==> src/rtl/nvram_upload_pkg.sv <==
// Shared definitions for the NVRAM upload path: CMOS geometry, the FSM state type
// and the byte returned for addresses beyond the CMOS array.
package nvram_upload_pkg;

  localparam int unsigned NV_DEPTH = 1024;
  localparam int unsigned NV_BYTES = 512;
  localparam int unsigned NV_AW    = $clog2(NV_DEPTH);
  localparam logic [7:0]  NV_FILL  = 8'hFF;

  typedef enum logic [2:0] {
    StIdle,
    StPause,
    StReady,
    StFetchLo,
    StFetchHi,
    StLatch
  } nv_state_e;

  // A byte address maps onto two CMOS nibbles only below NV_BYTES.
  function automatic logic nv_in_range(input logic [24:0] addr);
    return addr < 25'(NV_BYTES);
  endfunction

endpackage

==> src/rtl/nvram_upload.sv <==
// Serves HPS byte reads of the nibble-wide CMOS RAM: halts the CPU, then assembles each
// byte from two consecutive nibble reads with a fixed four-cycle latency.
module nvram_upload
  import nvram_upload_pkg::*;
#(
  parameter int unsigned NV_INDEX = 4
) (
  input  logic                clk_sys,
  input  logic                reset,
  input  logic                ioctl_upload,
  input  logic [15:0]         ioctl_index,
  input  logic                ioctl_rd,
  input  logic [24:0]         ioctl_addr,
  output logic [7:0]          ioctl_din,
  output logic                ioctl_wait,
  output logic                pause_req,
  input  logic                pause_ack,
  output logic [NV_AW-1:0]    nv_addr,
  output logic                nv_rd,
  input  logic [3:0]          nv_dout,
  output logic                busy
);

  nv_state_e        r_state, w_state_next;
  logic [24:0]      r_addr, w_addr_next;
  logic             r_pending, w_pending_next;
  logic [3:0]       r_lo, w_lo_next;
  logic [3:0]       r_hi, w_hi_next;
  logic [7:0]       r_din, w_din_next;
  logic [NV_AW-1:0] r_nv_addr, w_nv_addr_next;
  logic             r_nv_rd, w_nv_rd_next;
  logic             r_pause_req, w_pause_req_next;
  logic             r_wait, w_wait_next;
  logic             w_active;

  assign w_active = ioctl_upload && (ioctl_index == 16'(NV_INDEX));

  always_comb begin
    w_state_next   = r_state;
    w_addr_next    = r_addr;
    w_pending_next = r_pending;
    w_lo_next      = r_lo;
    w_hi_next      = r_hi;
    w_din_next     = r_din;
    w_nv_addr_next = r_nv_addr;

    if (!w_active && r_state != StIdle) begin
      w_state_next   = StIdle;
      w_pending_next = 1'b0;
    end else begin
      unique case (r_state)
        StIdle: begin
          if (w_active) w_state_next = StPause;
        end
        StPause: begin
          // A read issued before the bus is granted is held until READY.
          if (ioctl_rd) begin
            w_addr_next    = ioctl_addr;
            w_pending_next = 1'b1;
          end
          if (pause_ack) w_state_next = StReady;
        end
        StReady: begin
          if (ioctl_rd || r_pending) begin
            if (ioctl_rd) w_addr_next = ioctl_addr;
            w_pending_next = 1'b0;
            w_state_next   = StFetchLo;
            if (nv_in_range(w_addr_next)) w_nv_addr_next = {w_addr_next[NV_AW-2:0], 1'b0};
          end
        end
        StFetchLo: begin
          w_state_next = StFetchHi;
          if (nv_in_range(r_addr)) w_nv_addr_next = {r_addr[NV_AW-2:0], 1'b1};
        end
        StFetchHi: begin
          w_lo_next    = nv_dout;
          w_state_next = StLatch;
        end
        StLatch: begin
          w_hi_next    = nv_dout;
          w_din_next   = nv_in_range(r_addr) ? {nv_dout, r_lo} : NV_FILL;
          w_state_next = StReady;
        end
        default: w_state_next = StIdle;
      endcase
    end

    // Outputs are registered from the next state so they line up with the state itself.
    w_pause_req_next = (w_state_next != StIdle);
    w_nv_rd_next     = (w_state_next == StFetchLo || w_state_next == StFetchHi) &&
                       nv_in_range(w_addr_next);
    w_wait_next      = (w_state_next == StPause)   || (w_state_next == StFetchLo) ||
                       (w_state_next == StFetchHi) || (w_state_next == StLatch)   ||
                       (w_state_next == StReady && w_pending_next);
  end

  always_ff @(posedge clk_sys) begin
    if (reset) begin
      r_state     <= StIdle;
      r_addr      <= '0;
      r_pending   <= 1'b0;
      r_lo        <= '0;
      r_hi        <= '0;
      r_din       <= 8'h00;
      r_nv_addr   <= '0;
      r_nv_rd     <= 1'b0;
      r_pause_req <= 1'b0;
      r_wait      <= 1'b0;
    end else begin
      r_state     <= w_state_next;
      r_addr      <= w_addr_next;
      r_pending   <= w_pending_next;
      r_lo        <= w_lo_next;
      r_hi        <= w_hi_next;
      r_din       <= w_din_next;
      r_nv_addr   <= w_nv_addr_next;
      r_nv_rd     <= w_nv_rd_next;
      r_pause_req <= w_pause_req_next;
      r_wait      <= w_wait_next;
    end
  end

  assign ioctl_din  = r_din;
  assign ioctl_wait = r_wait;
  assign pause_req  = r_pause_req;
  assign nv_addr    = r_nv_addr;
  assign nv_rd      = r_nv_rd;
  assign busy       = (r_state != StIdle);

endmodule

==> config.mk <==
export PLATFORM = sky130hd
export DESIGN_NAME = nvram_upload
export DESIGN_NICKNAME = d
export VERILOG_FILES = /design/src/rtl/nvram_upload_pkg.sv /design/src/rtl/nvram_upload.sv
export SDC_FILE = /design/constraint.sdc
export NUM_CORES = 1
export LEC_CHECK = 0
export ABC_CLOCK_PERIOD_IN_PS = 1550
export BUFFER_PORTS_ARGS = -buffer_cell sky130_fd_sc_hd__buf_2
export CORE_MARGIN = 1
export CORE_UTILIZATION = 46
export DETAILED_ROUTE_END_ITERATION = 16
export PLACE_DENSITY = 0.87
export SLEW_MARGIN = 20
export SYNTH_ARGS = -nofsm -noshare
export SYNTH_HDL_FRONTEND = slang
export SYNTH_SLANG_ARGS = --single-unit
export TNS_END_PERCENT = 1
==> constraint.sdc <==
create_clock -name clk_sys -period 1.55 [get_ports clk_sys]
set_input_delay 0.0775 -clock clk_sys [delete_from_list [all_inputs] [get_ports clk_sys]]
set_output_delay 0.0775 -clock clk_sys [all_outputs]
set_load 0.02 [all_outputs]
==> impl_metrics.toml <==
[grt]
grt_pass1_wl_um = 8940
grt_pass1_vias = 2019
grt_use_total_pct = 21.5
grt_max_degree = 49
antenna_found_initial = 0
grt-ovfl-total = 0

[final_layout]
drive_gt1_share_pct = 40.6
stdcell_area_um2 = 3210
nNetsFinal = 405
final_common_cell = "buf_2"
n_fill_cell = 377
multi_input_area_um2 = 1280
diodes = 0
syn_to_final_growth_pct = 35.8
ff_latch_area_um2 = 1090
mostFrequentLayoutCells = "buf_2, dfxtp_1, nor2_1, mux2i_1, buf_4"

[clock_tree]
cts_root_buf = "clkbuf_8"
cts_tree = "yes"
cts-buffers-inserted = 5
cts_sinks = 54
clockBufferDepth = 2
clk_pin_slew_ns = 0.09
clkLatencyLatePin_ns = 0.31
cts_max_level = 2

[logic_synthesis]
post_synth_num_cell_types = 33
synth_nets = 309
synth_cells = 259
syn_avg_cell_area_um2 = 9.13
seq_area_frac_synth_pct = 45.7
synth_seq_cells = 54
syn_area_um2 = 2360
ys_warn_count = 0

[power_and_ir_drop]
power_density_nw_per_um2 = 722
peakVddDrop_mv = 0.498
total_leakage_power_nw = 1.31

[sta]
worst_pin_slew_ns = 0.723
worst_slack_ns = -0.268
timing.setup.tns_ns = -5.52
slew_headroom_pct = 51.8
fin_crit_ns = 1.82
rsz0062_at_grt = "true"
hold_viol_final = 0
post-route-period-util_pct = 117
fin_skew_ns = 0.00428
drv_slew = 0
max_freq_mhz = 550
finalSetupViolCount = 37

[min_path]
hold-path-cell-count = 3
min_path_type = "in -> reg"

[place]
routabilityCongestion = 0.872
portBuffers = 71
dp_hpwl_um = 3870
placed_cell_area_um2 = 2950

[status]
violations = "negative setup slack"
outcome = "complete, but fails checks"

[floorplanning]
num_rows = 25
io_pins = 72
fp.dieH_um = 73.7
start_util_pct = 48.7
coreArea_um2 = 4850
die-area_um2 = 5430
die_w_um = 73.7

[worst_setup_path]
worst_path_largest_cell_delay_ns = 0.35
endpoint_kind = "register"
startpoint_type = "register"
crit_chain = "nor4_4 > nand4_1 > o32a_4 > buf_6 > or3_1 > a21oi_1"
worstSetupPathType = "reg -> reg"
crit_fanout = 8
ff2ff_path_depth = 6
crit_slowest_cell = "dfxtp_2"
crit_arrival_ns = 2.06
worst-endpoint-required_ns = 1.79

[drt]
totalWireLength_um = 5820
num_vias = 2208
first_pass_iters = 4
drt_iter0_drc = 67
postRouteAntennaNets = 0
avgViaCountPerCell = 5.23
drcViolationCount = 0
routedWlPerCell_um = 13.8

[flow_run]
drv_cap = 0
## metal layers
layer  part of all wire, %  vias to the layer above  GRT usage, %
met5                     0                        -             0
li1                      -                     1111             -
met2                    51                       66          39.1
met4                   1.6                        0          6.84
met3                   4.7                       11          5.35
met1                    42                     1020          24.3
## path summary, 6_finish.rpt
| check | startpoint | to | slack [ns] |
|---|---|---|---|
| hold / removal | ioctl_addr[20] | r_addr[20] | 0.02 |
| setup / recovery | r_addr[15] | nv_addr[1] | -0.27 |
| setup reg to reg | r_addr[15] | nv_addr[1] | -0.27 |
| hold reg to reg | nv_addr[4] | nv_addr[4] | 0.49 |
## state kept, by name (all words and copies together), names as in the netlist
| signal | flops |
|---|---|
| nv_addr | 10 |
| r_state | 3 |
| pause_req | 1 |
| r_addr | 25 |
| ioctl_wait | 1 |
| r_pending | 1 |
| nv_rd | 1 |
| r_lo | 4 |
| ioctl_din | 8 |
## power by group
part | leakage [nW] | switching [mW] | internal [mW] | total [mW]
combinational | 0.832 | 0.0756 | 0.0812 | 0.157
clock | 0.0444 | 0.460 | 0.313 | 0.773
sequential | 0.438 | 0.000000304 | 1.39 | 1.39
total | 1.31 | 0.535 | 1.78 | 2.32
## synthesized netlist by cell type
| cell | number | area, um2 |
|---|---|---|
| nor3_1 | 6 | 30.0 |
| nor2_1 | 54 | 203 |
| nand4_1 | 3 | 18.8 |
| o32a_1 | 1 | 10.0 |
| nor4_2 | 3 | 37.5 |
| or3b_1 | 1 | 8.76 |
| buf_6 | 2 | 22.5 |
| o221ai_1 | 1 | 8.76 |
| buf_2 | 6 | 30.0 |
| mux2_2 | 1 | 11.3 |
| inv_1 | 1 | 3.75 |
| and3b_1 | 1 | 8.76 |
| o21bai_1 | 1 | 7.51 |
| nand2_2 | 1 | 6.26 |
| dfxtp_1 | 54 | 1080 |
| nor4b_1 | 2 | 17.5 |
| and2_1 | 1 | 6.26 |
| clkinv_1 | 1 | 3.75 |
| mux2i_1 | 38 | 380 |
| nand2b_1 | 3 | 18.8 |
| nand3b_1 | 2 | 15.0 |
| xnor2_1 | 1 | 8.76 |
| and3_1 | 3 | 18.8 |
| nor4_1 | 8 | 50.1 |
| nand2_1 | 2 | 7.51 |
| o21ai_1 | 10 | 50.1 |
| clkbuf_1 | 8 | 30.0 |
| a21oi_1 | 19 | 95.1 |
| a211oi_1 | 9 | 67.6 |
| or3_1 | 12 | 75.1 |
| nor3_2 | 1 | 10.0 |
| nor2b_1 | 1 | 6.26 |
| buf_4 | 2 | 15.0 |
## through the flow
| step | instances | hold slack (ns) | utilization (%) | setup slack [ns] | total power [mW] |
|---|---|---|---|---|---|
| finish | 422 | 0.0186 | 66.2 | -0.268 | 2.32 |
| global route | 422 | 0.0369 | 66.2 | -0.328 | 2.38 |
| CTS | 421 | 0.0146 | 64.6 | -0.257 | 2.32 |
| detailed placement | 408 | 0.338 | 60.9 | -0.362 | 1.57 |
| global placement | 408 | 0.326 | 60.9 | -0.275 | 1.57 |
| floorplan | 259 | 0.225 | - | -0.0478 | 1.47 |
## kinds of logic after synthesis
kind of cell | synth area share, %
AND/OR/NAND/NOR | 22.8
flip-flops | 45.7
AO/OA/AOI/OAI | 10.1
multiplexers | 16.6
buffers and inverters | 4.45
XOR/XNOR | 0.371
## worst max-delay path: cells and delay by family (launching register included)
family                 cells  cell delay, ns
AND/OR/NAND/NOR            3            0.77
AO/OA/AOI/OAI              2            0.48
flip-flops                 1            0.35
buffers and inverters      1            0.14
## cell type report
cell class,count,share of cell area [%]
clock buffers,5,2.14
clock inverters,2,0.429
inverters,2,0.234
multi-input cells,185,39.8
flip-flops and latches,54,33.9
well taps,67,2.61
repair buffers,107,20.9
## repair_timing
| item | in CTS | in global routing |
|---|---|---|
| buffers inserted | 6 | 1 |
| pin swaps | 21 | 7 |
| gates resized for setup | 12 | 20 |
| hold buffers | 0 | 0 |
| setup endpoints to repair | 38 | 48 |
Note: power is estimated with default switching activity, not from simulation.
